--- src/rtl/sic1_loader.sv ---
// Byte-stream frame loader for a SIC-1 core: writes a program, sets the PC, runs until halt.
// Optional trailing checksum byte when SIC1_LOADER_CHECKSUM_EN is defined.
module sic1_loader (
  input  logic       clk,
  input  logic       rst_n,
  input  logic [7:0] in_data,
  input  logic       in_valid,
  output logic       in_ready,
  output logic [7:0] core_ui_in,
  output logic       core_set_pc,
  output logic       core_set_data,
  output logic       core_run,
  input  logic       core_halted,
  output logic       done,
  output logic       err
);

  typedef enum logic [3:0] {
    S_IDLE,
    S_HLEN,
    S_HENTRY,
    S_LOAD,
`ifdef SIC1_LOADER_CHECKSUM_EN
    S_CKSUM,
`endif
    S_DRAIN,
    S_SETPC,
    S_GAP,
    S_RUN
  } state_t;

`ifdef SIC1_LOADER_CHECKSUM_EN
  localparam state_t POST_DATA = S_CKSUM;
  localparam state_t DRAIN_END = S_CKSUM;
`else
  localparam state_t POST_DATA = S_SETPC;
  localparam state_t DRAIN_END = S_IDLE;
`endif

  state_t     state_q;
  logic [7:0] start_q;
  logic [7:0] len_q;
  logic [7:0] entry_q;
  logic [7:0] cnt_q;
  logic [1:0] run_cnt_q;
  logic [7:0] ui_in_q;
  logic       set_pc_q;
  logic       set_data_q;
  logic       run_q;
  logic       done_q;
  logic       err_q;
`ifdef SIC1_LOADER_CHECKSUM_EN
  logic [7:0] sum_q;
`endif

  logic       accept;
  logic [8:0] end_addr;
  logic       hdr_bad;

  assign in_ready = (state_q != S_SETPC) && (state_q != S_GAP);
  assign accept   = in_valid && in_ready;
  assign end_addr = {1'b0, start_q} + {1'b0, len_q};
  assign hdr_bad  = (end_addr > 9'd256) || (in_data > 8'd252);

  assign core_ui_in    = ui_in_q;
  assign core_set_pc   = set_pc_q;
  assign core_set_data = set_data_q;
  assign core_run      = run_q;
  assign done          = done_q;
  assign err           = err_q;

  always_ff @(posedge clk or negedge rst_n) begin
    if (!rst_n) begin
      state_q    <= S_IDLE;
      start_q    <= 8'd0;
      len_q      <= 8'd0;
      entry_q    <= 8'd0;
      cnt_q      <= 8'd0;
      run_cnt_q  <= 2'd0;
      ui_in_q    <= 8'd0;
      set_pc_q   <= 1'b0;
      set_data_q <= 1'b0;
      run_q      <= 1'b0;
      done_q     <= 1'b0;
      err_q      <= 1'b0;
`ifdef SIC1_LOADER_CHECKSUM_EN
      sum_q      <= 8'd0;
`endif
    end else begin
      // Strobes are single-cycle unless re-asserted below.
      set_pc_q   <= 1'b0;
      set_data_q <= 1'b0;
      done_q     <= 1'b0;
      case (state_q)
        S_IDLE: begin
          if (accept) begin
            start_q  <= in_data;
            err_q    <= 1'b0;
            set_pc_q <= 1'b1;
            ui_in_q  <= in_data;
            state_q  <= S_HLEN;
          end
        end
        S_HLEN: begin
          if (accept) begin
            len_q   <= in_data;
            cnt_q   <= in_data;
            state_q <= S_HENTRY;
          end
        end
        S_HENTRY: begin
          if (accept) begin
            entry_q <= in_data;
`ifdef SIC1_LOADER_CHECKSUM_EN
            sum_q   <= 8'd0;
`endif
            if (hdr_bad) begin
              err_q   <= 1'b1;
              state_q <= (len_q == 8'd0) ? DRAIN_END : S_DRAIN;
            end else begin
              state_q <= (len_q == 8'd0) ? POST_DATA : S_LOAD;
            end
          end
        end
        S_LOAD: begin
          if (accept) begin
            set_data_q <= 1'b1;
            ui_in_q    <= in_data;
            cnt_q      <= cnt_q - 8'd1;
`ifdef SIC1_LOADER_CHECKSUM_EN
            sum_q      <= sum_q + in_data;
`endif
            if (cnt_q == 8'd1) state_q <= POST_DATA;
          end
        end
`ifdef SIC1_LOADER_CHECKSUM_EN
        S_CKSUM: begin
          // err_q here can only have been set by this frame's header check.
          if (accept) begin
            if (err_q) begin
              state_q <= S_IDLE;
            end else if (in_data == sum_q) begin
              state_q <= S_SETPC;
            end else begin
              err_q   <= 1'b1;
              state_q <= S_IDLE;
            end
          end
        end
`endif
        S_DRAIN: begin
          if (accept) begin
            cnt_q <= cnt_q - 8'd1;
            if (cnt_q == 8'd1) state_q <= DRAIN_END;
          end
        end
        S_SETPC: begin
          set_pc_q <= 1'b1;
          ui_in_q  <= entry_q;
          state_q  <= S_GAP;
        end
        S_GAP: begin
          run_cnt_q <= 2'd0;
          state_q   <= S_RUN;
        end
        S_RUN: begin
          // RUN cycles 0 and 1 ignore core_halted; run rises after cycle 0.
          if (accept) begin
            run_q   <= 1'b0;
            state_q <= S_IDLE;
          end else if (run_cnt_q != 2'd2) begin
            run_q     <= 1'b1;
            run_cnt_q <= run_cnt_q + 2'd1;
          end else if (core_halted) begin
            run_q   <= 1'b0;
            done_q  <= 1'b1;
            state_q <= S_IDLE;
          end
        end
        default: state_q <= S_IDLE;
      endcase
    end
  end

endmodule

--- config.mk ---
export PLATFORM = sky130hd
export DESIGN_NAME = sic1_loader
export DESIGN_NICKNAME = d
export VERILOG_FILES = /design/src/rtl/sic1_loader.sv
export SDC_FILE = /design/constraint.sdc
export NUM_CORES = 1
export LEC_CHECK = 0
export ABC_AREA = 0
export BUFFER_PORTS_ARGS = -buffer_cell sky130_fd_sc_hd__buf_4
export CAP_MARGIN = 30
export CORE_ASPECT_RATIO = 0.8
export CORE_MARGIN = 1.5
export CORE_UTILIZATION = 40
export CTS_CLUSTER_SIZE = 12
export DETAILED_ROUTE_END_ITERATION = 6
export PLACE_DENSITY = 0.57
export SETUP_SLACK_MARGIN = 0.5
export SYNTH_ARGS = -nofsm -noshare
export SYNTH_HDL_FRONTEND = slang
export SYNTH_SLANG_ARGS = --single-unit
--- constraint.sdc ---
create_clock -name clk -period 4.86 [get_ports clk]
set_input_delay 0.486 -clock clk [delete_from_list [all_inputs] [get_ports clk]]
set_output_delay 0.486 -clock clk [all_outputs]
set_load 0.05 [all_outputs]
## Word-level counts from Yosys, hierarchy flattened

Index checks and enable logic that the tools add are counted.

| storage, ports and cells | value |
|---|---|
| bits in registers | 51 |
| input bits | 12 |
| output and inout port bits | 14 |
| word-level logic and storage cells | 98 |

| operators by class | value |
|---|---|
| $add $sub $neg | 3 |
| magnitude comparators | 2 |
| equality and inequality tests | 25 |
| mux-type cells | 35 |
| reduce and logical (&&, ||, !) cells | 21 |

Operator list:

| kind | count |
|---|---|
| $mux 4 | 10 |
| $pmux 4 s8 | 1 |
| $pmux 8 s2 | 2 |
| $ne 2x2->1 const B | 11 |
| $eq 4x3->1 const B | 4 |
| $mux 8 | 2 |
| $mux 1 | 12 |
| $reduce_and 2->1 | 5 |
| $add 8x8->9 | 1 |
| $gt 9x9->1 const B | 1 |
| $mux 3 | 3 |
| $reduce_and 9->1 | 1 |
| $eq 4x2->1 const B | 2 |
| $eq 8x1->1 const B | 1 |
| $gt 8x8->1 const B | 1 |
| $logic_not 8->1 | 1 |
| $ne 4x3->1 const B | 2 |
| $reduce_bool 2->1 | 4 |
| $sub 8x1->8 const B | 1 |
| $ne 3x3->1 const B | 2 |
| $reduce_and 3->1 | 2 |
| $eq 4x1->1 const B | 1 |
| $logic_not 4->1 | 1 |
| $mux 2 | 2 |
| 9 further kinds | 13 |

## Longest topological paths before layout

| logic depth | value |
|---|---|
| depth after elaboration | 6 |
| mapped depth | 13 |
| depth with buffers taken out | 13 |

## Worst setup path after synthesis

No wires, ideal clock.

| path | value |
|---|---|
| kind | reg2reg |
| from | register len_q[0] |
| to | register state_q[2] |
| library setup time | 0.124 ns |
| arrival time | 2.577 ns |
| required time | 4.736 ns |
| path slack | 2.159 ns |
| stages on the path, launching flop included | 14 |
| buffers on the path | 0 |
| clock period less this slack | 2.701 ns |
| path through | dfrtp_1 > ha_1 > fa_1 > a21o_1 > nor3b_1 > mux2i_1 > o22a_1 > o32a_1 > nor2_1 > ha_1 > nor2_1 > nor2_1 > o22ai_1 > a21oi_1 |

| on the way | value |
|---|---|
| word-level cells in the longest chain between the ends | 6 |
| elaborated cells on any way between the ends | 9 |
| classes of those cells | add/sub: 1; order compare: 1; mux: 5; reduce/logical: 2 |

Ends and longest elaborated chain:

| what | RTL line | RTL |
|---|---|---|
| start: declaration | 42 | `logic [7:0] len_q;` |
| start signal: assignment | 106 | `len_q <= in_data;` |
| $add 8x8->9 | 62 | `assign end_addr = {1'b0, start_q} + {1'b0, len_q};` |
| $gt 9x9->1 | 63 | `assign hdr_bad = (end_addr > 9'd256) \|\| (in_data > 8'd252);` |
| $logic_or 1x1->1 | 63 |  |
| $mux 3 (*) | 117 | `if (hdr_bad) begin` |
| $mux 4 (*) | 112 | `if (accept) begin` |
| $pmux 4 s8 (*) | 94 | `case (state_q)` |
| end signal: assignment | 119 | `state_q <= (len_q == 8'd0) ? DRAIN_END : S_DRAIN;` |
| end signal: assignment | 121 | `state_q <= (len_q == 8'd0) ? POST_DATA : S_LOAD;` |
| end: declaration | 40 | `state_t state_q;` |

Every way passes the cells marked *; elsewhere a longest branch is shown, timed or not. The select of a mux whose other input is x is not followed.
A chain may end at the register's enable or synchronous reset.

## Worst setup path in the final report

Ends and elaborated chain as after synthesis.

==> summary.md <==
| Metric | Value |
|---|---|
| Xor and xnor area share after synthesis | `under 10%` |
| Max-slew headroom at the worst pin | `38.5%` |
| CTS Sinks | `50` |
| Worst path slowest cell | `dfrtp_1` |
| Setup TNS Final | `0 ns` |
| Finished Core Util | `46.8%` |
| Min-delay worst type | `input port to asynchronous set/reset pin` |
| Final wirelength | `5660 um` |
| Asr flop ratio synth | `100%` |
| Clock latency on the worst-skew pair | `0.30 ns` |
| Post-synth top area share | `45.5%` |
| IO Pins | `26` |
| Post-synthesis adder-cell area fraction | `under 10%` |
| Critical-path cell list | `ha_1, fa_1, a21o_1, nor3b_1, mux2i_1, o22a_1, o32a_1, nor2_1, ha_1, nor2_1, nor2_1, o22ai_1, a21oi_1` |
| Row count | `26` |
| CP Max Fanout | `3` |
| CP endpoint kind | `register` |
| Critical path's largest stage delay | `around 0.4 ns` |
| TritonRoute pass-1 iters | `4` |
| Pwr Density | `734 nW/um2` |
| CTS buffer count | `5` |
| Synth Net Count | `292` |
| CP delay by family, top | `compound AO/OA/AOI/OAI gates` |
| Most used cell, CP | `nor2_1` |
| IO buf count | `25` |
| Mux cell area share after synthesis | `13.1%` |
| Peak VDD IR | `~0.00036 V` |
| Post-synth EDFFs | `0` |
| Post-CTS Setup Bufs | `0` |
| Unrepaired setup endpoints after global routing | `false` |
| Status | `finished, final reports clean` |
| Synth cell types | `46` |
| WP data arrival | `3.09 ns` |
| DRT antenna net count | `0` |
| WL met3 | `146 um` |
| WL met1 | `just under 3000 um` |
| Largest family of logic cells by synthesized area | `compound AO/OA/AOI/OAI gates` |
| Synth Register Bits | `50` |
| Initial core utilization | `42.3%` |
| Setup-failing EPs final | `0` |
| Synth top cells by count | `dfrtp_1, nor2_1, a21oi_1, mux2_2, o21ai_0` |
| Minimum clock period | `2.90 ns` |
| Simple-gate portion of the synthesized area | `14.1%` |
| Tcrit/Tclk final | `about three fifths` |
| Number of global-route vias before repair | `1,933` |
| Leading post-synthesis cells by cell area | `dfrtp_1, mux2_2, ha_1` |
| Largest net degree at the start of global routing | `51` |
| Main synth FF type | `dfrtp_1` |
| Critical path buffers and inverters | `0` |
| DP Area | `2960 um2` |
| Global-route wire length before repair | `9430 um` |
| Power, Total | `2.23 mW` |
| Drt initial violations | `94` |
| PostCTS Resize Cnt | `0` |
| Avg Vias per Cell | `between 5 and 6` |
| Max cap viols | `0` |
| Routability cong. | `around 0.8` |
| Root Driver | `clkbuf_8` |
| Synthesis-to-layout area growth | `10.5%` |
| Die height | `77.2 um` |
| DIE AREA | `~7400 um2` |
| Setup crit start kind | `register` |
| Area leader, netlist | `dfrtp_1` |
| Cells after DPL | `363` |
| Worst Skew | `0.00499 ns` |
| Vias | `1,981` |
| Grt ovf | `0` |
| Leak | `1.34 nW` |
| Layout Cells excl Fill | `370` |
| Final-report hold violation count | `0` |
| Post-synthesis sequential area ratio | `45.5%` |
| Initial antenna violation count | `0` |
| Clk slew on worst S/H paths | `0.09 ns` |
| Diodes inserted | `0` |
| Most frequent cell after synthesis | `dfrtp_1` |
| Data required, critical path | `just over 5 ns` |
| H-tree depth | `2` |
| Synth warn | `0` |
| Synthesized cell area | `between 2000 and 3000 um2` |
| Compound-Gate Fraction of Synth Area | `15.2%` |
| CTS tree | `yes` |
| Mean Syn Cell Area | `10.3 um2` |
| Post-DP HPWL | `3990 um` |
| Wirelength per Cell | `15.3 um` |
| Top sig layer | `met4` |
| Cells after Synth | `267` |
| Core ar. | `6510 um2` |
| Fin. max-slew vios | `0` |
| Slew @ Worst Pin | `0.916 ns` |
| Final Instance Area | `3040 um2` |
| Clock buffer depth | `2` |
| Hold-fix buffers at CTS | `0` |
| NumNets Final | `311` |
| GR Util All Layers | `16.8%` |
| DRC | `0` |
| Share of layout cells above drive strength 1 | `22.4%` |
| Die X-Extent | `95.7 um` |
| Met2 wire length | `2450 um` |
| Crit Path Category | `register to register` |
| Highest clock rate | `roughly 350 MHz` |
## routing by layer
| metal | up-vias | global-route usage [%] |
|---|---|---|
| met5 | - | 0 |
| met4 | 0 | 6.62 |
| met3 | 9 | 2.98 |
| met2 | 25 | 23.9 |
| met1 | 949 | 25.0 |
| li1 | 998 | - |
## area by class of cell
| cell class | instances | area (um2) |
|---|---|---|
| clock buffer | 5 | 68.8 |
| clock inverter | 2 | 10.0 |
| inverter | 8 | 30.0 |
| sequential | 50 | 1250 |
| timing repair buffer | 26 | 195 |
| multi-input combinational | 195 | 1380 |
| fill | 637 | 3460 |
| tap | 84 | 105 |
## cells in the final DEF (no fill, tap or decap), drive strengths merged, types with 2 or more instances in the layout
cell,Yosys,final
a22o,2,2
nand2b,4,4
nor3,9,9
or3,2,2
mux2i,9,9
clkbuf,7,5
a211oi,2,2
o21a,2,2
mux2,24,24
nor2b,4,4
inv,8,8
dfrtp,50,50
a21oi,24,24
buf,7,26
clkinv,0,2
o21ai,21,21
o41ai,2,2
nand3,4,4
nor4,6,6
o22ai,4,4
xor2,4,4
nor2,28,28
ha,12,12
nor3b,3,3
nand2,12,12
o211ai,3,3
## final timing paths
path,from,end,slack (ns),depth (start not counted)
setup / recovery,len_q[0]$_DFFE_PN0P_,state_q[2]$_DFFE_PN0P_,1.96,13
hold / removal,rst_n,core_ui_in[1]$_DFFE_PN0P_,0.19,1
setup reg to reg,len_q[0]$_DFFE_PN0P_,state_q[2]$_DFFE_PN0P_,1.96,13
hold reg to reg,run_cnt_q[0]$_DFFE_PN0P_,run_cnt_q[0]$_DFFE_PN0P_,0.49,1
max in group asynchronous,rst_n,start_q[1]$_DFFE_PN0P_,4.23,1
min in group clk,in_data[2],entry_q[2]$_DFFE_PN0P_,0.48,2
## power by group
part | switching [mW] | internal, mW
clock | 0.138 | 0.0971
sequential | 0.179 | 0.615
combinational | 0.679 | 0.523
## cells by family after synthesis
kind of cell | count (synthesis)
AO/OA/AOI/OAI | 69
adder cells (fa/ha/maj) | 13
AND/OR/NAND/NOR | 75
buffers and inverters | 22
flip-flops | 50
multiplexers | 33
XOR/XNOR | 5
## worst reg2reg max path: stages, from the launching register on
cell and delay, ns:
dfrtp_1 0.41, ha_1 0.21, fa_1 0.41, a21o_1 0.22, nor3b_1 0.18, mux2i_1 0.10, o22a_1 0.19, o32a_1 0.37
nor2_1 0.14, ha_1 0.24, nor2_1 0.09, nor2_1 0.05, o22ai_1 0.14, a21oi_1 0.06
## state kept, by name, summed over array words and instances (netlist names), 2 cells and up
name	flops
cnt_q	8
core_ui_in	8
entry_q	8
len_q	8
start_q	8
state_q	3
run_cnt_q	2
## stage by stage
step                      hold slack (ns)  setup slack (ns)
final                               0.190              1.96
after global routing                0.233              1.77
after detailed placement            0.471              1.97
after CTS                           0.228              1.96
after floorplan                     0.190              2.16
after global placement              0.481              2.04
(Power assumes the default switching activity.)
